## config.mk

```make
export PLATFORM = sky130hd
export DESIGN_NAME = ps2_mouse_packet_decoder
export DESIGN_NICKNAME = d
export VERILOG_FILES = /design/src/rtl/ps2_mouse_packet_decoder.sv
export SDC_FILE = /design/constraint.sdc
export NUM_CORES = 1
export LEC_CHECK = 0
export BUFFER_PORTS_ARGS = -buffer_cell sky130_fd_sc_hd__buf_2
export CORE_MARGIN = 2
export CORE_UTILIZATION = 44
export DETAILED_ROUTE_END_ITERATION = 8
export GPL_TIMING_DRIVEN = 0
export PLACE_DENSITY = 0.73
export SYNTH_ARGS = -nofsm -noshare
export SYNTH_HDL_FRONTEND = slang
export SYNTH_SLANG_ARGS = --single-unit
export TNS_END_PERCENT = 100
```

## constraint.sdc

```tcl
create_clock -name clk -period 3.15 [get_ports clk]
set_clock_uncertainty 0.1 [all_clocks]
set_input_delay 0.63 -clock clk [delete_from_list [all_inputs] [get_ports clk]]
set_output_delay 0.63 -clock clk [all_outputs]
set_load 0.02 [all_outputs]
```

## src/rtl/ps2_mouse_packet_decoder.sv

```systemverilog
// PS/2 mouse receiver: synchronises the line pair, deserialises 11-bit frames,
// assembles 3-byte stream packets and emits per-packet sign/magnitude deltas.
module ps2_mouse_packet_decoder #(
  parameter int SYNC_STAGES    = 2,
  parameter int TIMEOUT_CYCLES = 50000
) (
  input  logic       clk,
  input  logic       arst_n,
  input  logic       i_ps2_clk,
  input  logic       i_ps2_data,
  output logic [7:0] o_mouse_dx,
  output logic [7:0] o_mouse_dy,
  output logic       o_is_mouse_dx_neg,
  output logic       o_is_mouse_dy_neg,
  output logic [2:0] o_buttons,
  output logic       o_valid,
  output logic       o_frame_err
);

  localparam int CNT_W = $clog2(TIMEOUT_CYCLES + 1);

  typedef enum logic [1:0] {IDLE, DATA, PARITY, STOP} state_t;

  logic [SYNC_STAGES-1:0] clk_sync_reg;
  logic [SYNC_STAGES-1:0] data_sync_reg;
  logic                   clk_prev_reg;
  logic                   fall;
  logic                   data_bit;

  state_t     state_reg, state_next;
  logic [2:0] bit_cnt_reg, bit_cnt_next;
  logic [7:0] shift_reg, shift_next;
  logic       par_err_reg, par_err_next;
  logic       byte_done;
  logic       frame_bad;

  logic [CNT_W-1:0] cnt_reg;
  logic             active;
  logic             timeout;

  logic [1:0] idx_reg;
  logic [7:0] byte0_reg;
  logic [7:0] byte1_reg;
  logic [7:0] dx_reg, dy_reg;
  logic       dx_neg_reg, dy_neg_reg;
  logic [2:0] buttons_reg;
  logic       valid_reg, err_reg;

  // Synchronisers idle high so that reset release never looks like a falling edge.
  always_ff @(posedge clk or negedge arst_n) begin
    if (!arst_n) begin
      clk_sync_reg  <= '1;
      data_sync_reg <= '1;
      clk_prev_reg  <= 1'b1;
    end else begin
      clk_sync_reg  <= {clk_sync_reg[SYNC_STAGES-2:0], i_ps2_clk};
      data_sync_reg <= {data_sync_reg[SYNC_STAGES-2:0], i_ps2_data};
      clk_prev_reg  <= clk_sync_reg[SYNC_STAGES-1];
    end
  end

  assign fall     = clk_prev_reg & ~clk_sync_reg[SYNC_STAGES-1];
  assign data_bit = data_sync_reg[SYNC_STAGES-1];

  assign active  = (state_reg != IDLE) || (idx_reg != 2'd0);
  assign timeout = active && !fall && (cnt_reg == CNT_W'(TIMEOUT_CYCLES - 1));

  always_ff @(posedge clk or negedge arst_n) begin
    if (!arst_n) begin
      cnt_reg <= '0;
    end else if (fall || !active || timeout) begin
      cnt_reg <= '0;
    end else begin
      cnt_reg <= cnt_reg + CNT_W'(1);
    end
  end

  always_ff @(posedge clk or negedge arst_n) begin
    if (!arst_n) begin
      state_reg   <= IDLE;
      bit_cnt_reg <= 3'd0;
      shift_reg   <= 8'd0;
      par_err_reg <= 1'b0;
    end else begin
      state_reg   <= state_next;
      bit_cnt_reg <= bit_cnt_next;
      shift_reg   <= shift_next;
      par_err_reg <= par_err_next;
    end
  end

  always_comb begin
    state_next   = state_reg;
    bit_cnt_next = bit_cnt_reg;
    shift_next   = shift_reg;
    par_err_next = par_err_reg;
    byte_done    = 1'b0;
    frame_bad    = 1'b0;
    if (timeout) begin
      state_next = IDLE;
    end else if (fall) begin
      case (state_reg)
        IDLE: begin
          if (!data_bit) begin
            state_next   = DATA;
            bit_cnt_next = 3'd0;
          end
        end
        DATA: begin
          shift_next   = {data_bit, shift_reg[7:1]};
          bit_cnt_next = bit_cnt_reg + 3'd1;
          if (bit_cnt_reg == 3'd7) state_next = PARITY;
        end
        PARITY: begin
          // Odd parity: data plus parity bit must hold an odd number of ones.
          par_err_next = ~(^shift_reg ^ data_bit);
          state_next   = STOP;
        end
        STOP: begin
          state_next = IDLE;
          if (data_bit && !par_err_reg) byte_done = 1'b1;
          else                          frame_bad = 1'b1;
        end
        default: state_next = IDLE;
      endcase
    end
  end

  // Nine-bit two's complement to saturated magnitude; -256 folds to 255.
  function automatic logic [7:0] to_mag(input logic sign, input logic [7:0] b,
                                        input logic ovf);
    logic [8:0] neg;
    neg = 9'd0 - {sign, b};
    if (ovf)           return 8'hFF;
    else if (!sign)    return b;
    else if (neg[8])   return 8'hFF;
    else               return neg[7:0];
  endfunction

  always_ff @(posedge clk or negedge arst_n) begin
    if (!arst_n) begin
      idx_reg     <= 2'd0;
      byte0_reg   <= 8'd0;
      byte1_reg   <= 8'd0;
      dx_reg      <= 8'd0;
      dy_reg      <= 8'd0;
      dx_neg_reg  <= 1'b0;
      dy_neg_reg  <= 1'b0;
      buttons_reg <= 3'd0;
      valid_reg   <= 1'b0;
      err_reg     <= 1'b0;
    end else begin
      valid_reg  <= 1'b0;
      err_reg    <= 1'b0;
      dx_reg     <= 8'd0;
      dy_reg     <= 8'd0;
      dx_neg_reg <= 1'b0;
      dy_neg_reg <= 1'b0;
      if (timeout || frame_bad) begin
        idx_reg <= 2'd0;
        err_reg <= 1'b1;
      end else if (byte_done) begin
        case (idx_reg)
          2'd0: begin
            if (shift_reg[3]) begin
              byte0_reg <= shift_reg;
              idx_reg   <= 2'd1;
            end else begin
              err_reg <= 1'b1;
            end
          end
          2'd1: begin
            byte1_reg <= shift_reg;
            idx_reg   <= 2'd2;
          end
          default: begin
            idx_reg     <= 2'd0;
            valid_reg   <= 1'b1;
            dx_reg      <= to_mag(byte0_reg[4], byte1_reg, byte0_reg[6]);
            dy_reg      <= to_mag(byte0_reg[5], shift_reg, byte0_reg[7]);
            dx_neg_reg  <= byte0_reg[4];
            dy_neg_reg  <= byte0_reg[5];
            buttons_reg <= byte0_reg[2:0];
          end
        endcase
      end
    end
  end

  assign o_mouse_dx        = dx_reg;
  assign o_mouse_dy        = dy_reg;
  assign o_is_mouse_dx_neg = dx_neg_reg;
  assign o_is_mouse_dy_neg = dy_neg_reg;
  assign o_buttons         = buttons_reg;
  assign o_valid           = valid_reg;
  assign o_frame_err       = err_reg;

endmodule

```

==> impl_metrics.ini <==
[status]
status = finished, final reports clean

[place]
port_buffers = 26
place_hpwl_mm = 4.118
globalplace.congestion = 0.7919

[timing]
rsz0062_at_grt = false
fin_crit_ns = 2.209
fmax_ghz = 0.4527
period_share_pct = 70.12
hold_viol_final = 0
tns_ns = 0
max_slew.worst_pin.slew_ns = 0.9119
report.final.slew_viol_count = 0
whs_ns = 0.2578
setup_viol = 0
slew_headroom_pct = 39.21

[grt]
antenna_found_initial = 0
grt_max_degree = 76
grt_pass1_wl_mm = 10.49
grt_pass1_vias = 2201
track_usage_pct = 16.09
grt_overflow_total = 0

[clocking]
post_cts_buffers = 0
cts.path.max_buffers = 2
cts_hold_buf = 0
clk_root_buffer_cell = clkbuf_8
htree_levels = 3
tritoncts = built
cts_resized = 0
path_clk_slew_ns = 0.07
clkLatencyLatePin_ns = 0.35
cts_sinks = 75
cts_made_buffers = 9

[layout]
drive_above_1_share_pct = 18.84
final_common_cell = dfrtp_1
n_fill_cell = 681
syn2layout_area_growth_pct = 14.23
largest_reg_flops = 16
fin_nets = 357
layout_common_cells = dfrtp_1 (70), nor2_1 (25), buf_2 (25)
diodes = 0

[route]
drcViolationCount = 0
top_layer = met4
wl_met1_mm = 2.858
post_drt_wl_per_cell_um = 13.56
dr_total_vias = 2255
wl_met3_um = 243
first_iter_violations = 130
totalWireLength_mm = 6.021
avgViaCountPerCell = 5.079
wl_met2_mm = 2.800
ant_nets = 0
dr.pass1.iters = 4

[logic_synthesis]
synth_nets = 320
synth_top_family_by_area = simple AND/OR/NAND/NOR gates
synth_compound_area_share_pct = 8.951
synth-edff-count = 0
async_flop_share_pct = 100.0
synthAdderAreaFrac_pct = 4.869
syn_area_um2 = 3341
yosys.area_share.simple_pct = 13.56
postSynthAreaPerCell_um2 = 11.03
ys_ff_latch = 75
ys_seq_area_share_pct = 56.37
yosys_most_used_dff = dfrtp_1
yosys_warnings = 0
syn_inst = 303
yosysUniqueCellTypes = 37
synth-xor-area-share_pct = 7.079
synth_mux_area_share_pct = 6.255

[power_and_ir_drop]
p_leak_uw = 0.001777
p_seq_share_pct = 45.2
internal-power_uw = 1797
power.switching_uw = 816.6
p_sw_share_pct = 31.24
power_density_nw_per_um2 = 684.9
ir_drop_v = 0.0003992
power.total_uw = 2614
clkPwrFrac_pct = 31.0
pwr-share-comb_pct = 23.8

[min_path]
hold_end = data_sync_reg[1]
hold_start = data_sync_reg[0]
holdPathStages = 0
holdCritPathClass = flop to flop

[setup_path]
max_stage_delay_ns = 0.42
r2r_slack_ns = 0.94
slowest_stage = clkbuf_1
end_kind = flop
ff2ff_path_depth = 7
timing.rr.start = state_reg[0]
cpLargestDelayFamily = buffers and inverters
timing.rr.end = o_mouse_dx[0]
crit_fanout = 10
critPathRequiredTime_ns = 3.26
arrival_ns = 2.31
worstPathCellList = ha_1, nand3b_1, nor2_1, nand2_1, clkbuf_1, clkbuf_1, a21oi_1
worstSetupStartpointType = flop
crit_buf_inv = 2
crit_type = flop to flop
crit_top_cell = clkbuf_1

[floorplan]
dieArea_um2 = 8306
start_util_pct = 45.81
die_w_um = 91.14
core_um2 = 7292
fp-row-count = 31
dieHeight_um = 91.14
num_io_pins = 27

[flow_run]
cap_viol_max_count = 0
[metrics by stage]
step / cells / area (um^2) / utilization [%] / worst slack, ns
after global placement: 428 / 3595 / 49.30 / 0.9412
after global routing: 444 / 3816 / 52.33 / 0.7867
after detailed placement: 428 / 3597 / 49.33 / 0.9736
final: 444 / 3816 / 52.33 / 0.9412
after floorplan: 303 / 3341 / - / 1.326
after CTS: 444 / 3816 / 52.33 / 0.9554
[cell families (layout without fill, tap and decap cells)]
kind of cell | count (synthesis) | after routing
compound gates | 53 | 53
xor+xnor | 27 | 27
fa+ha+maj | 13 | 13
buf+inv | 26 | 68
flops | 75 | 75
mux | 19 | 19
simple gates | 90 | 90
[worst max-delay path by stage]
stage | start | to | cells after the start
global route | state_reg[0] | o_mouse_dx[3] | 7
detailed placement | state_reg[0] | o_mouse_dx[0] | 7
global placement | arst_n | cnt_reg[13] | 1
CTS | state_reg[0] | o_mouse_dx[0] | 7
finish | state_reg[0] | o_mouse_dx[0] | 7
floorplan | data_sync_reg[1] | byte1_reg[2] | 4
[area by class of cell]
| class | count | area [um^2] | area share (%) |
|---|---|---|---|
| Buffer | 7 | 26.28 | 0.6885 |
| Tap cell | 99 | 123.9 | 3.246 |
| Sequential cell | 75 | 1883 | 49.34 |
| Timing Repair Buffer | 26 | 132.6 | 3.475 |
| Clock inverter | 5 | 77.57 | 2.033 |
| Multi-Input combinational cell | 202 | 1360 | 35.64 |
| Inverter | 19 | 71.32 | 1.869 |
| Clock buffer | 11 | 141.4 | 3.705 |
[layer usage]
layer  up-vias  global-route usage (%)
li1       1121                       -
met4         0                   8.333
met2        48                   23.64
met5         -                       0
met1      1076                   22.17
met3        10                   3.900
[cells in the mapped netlist (2+ instances only)]
library cell,count,area share (%)
nor3_1,5,0.75
nor4_1,6,1.1
xnor2_1,22,5.8
clkbuf_1,7,0.79
a21oi_1,24,3.6
xor2_1,5,1.3
nand2_1,22,2.5
a21o_1,3,0.67
nand3_1,8,1.2
inv_1,19,2.1
nand2b_1,3,0.56
a31oi_1,3,0.56
o21ai_0,16,2.4
or3_1,5,0.94
mux2_2,15,5.1
a32o_1,2,0.60
and3_1,3,0.56
nor2_1,25,2.8
dfrtp_1,70,52
ha_1,13,4.9
o31ai_1,2,0.45
dfstp_2,5,3.9
mux2i_1,4,1.2
nand4_1,3,0.56
[power by group through the flow]
stage	combinational [uW]	sequential, uW	clock, uW
floorplan	477	1160	0
global placement	593	1190	0
detailed placement	615	1200	0
CTS	626	1180	832
global route	724	1200	875
finish	622	1180	811
(Power assumes the default switching activity.)
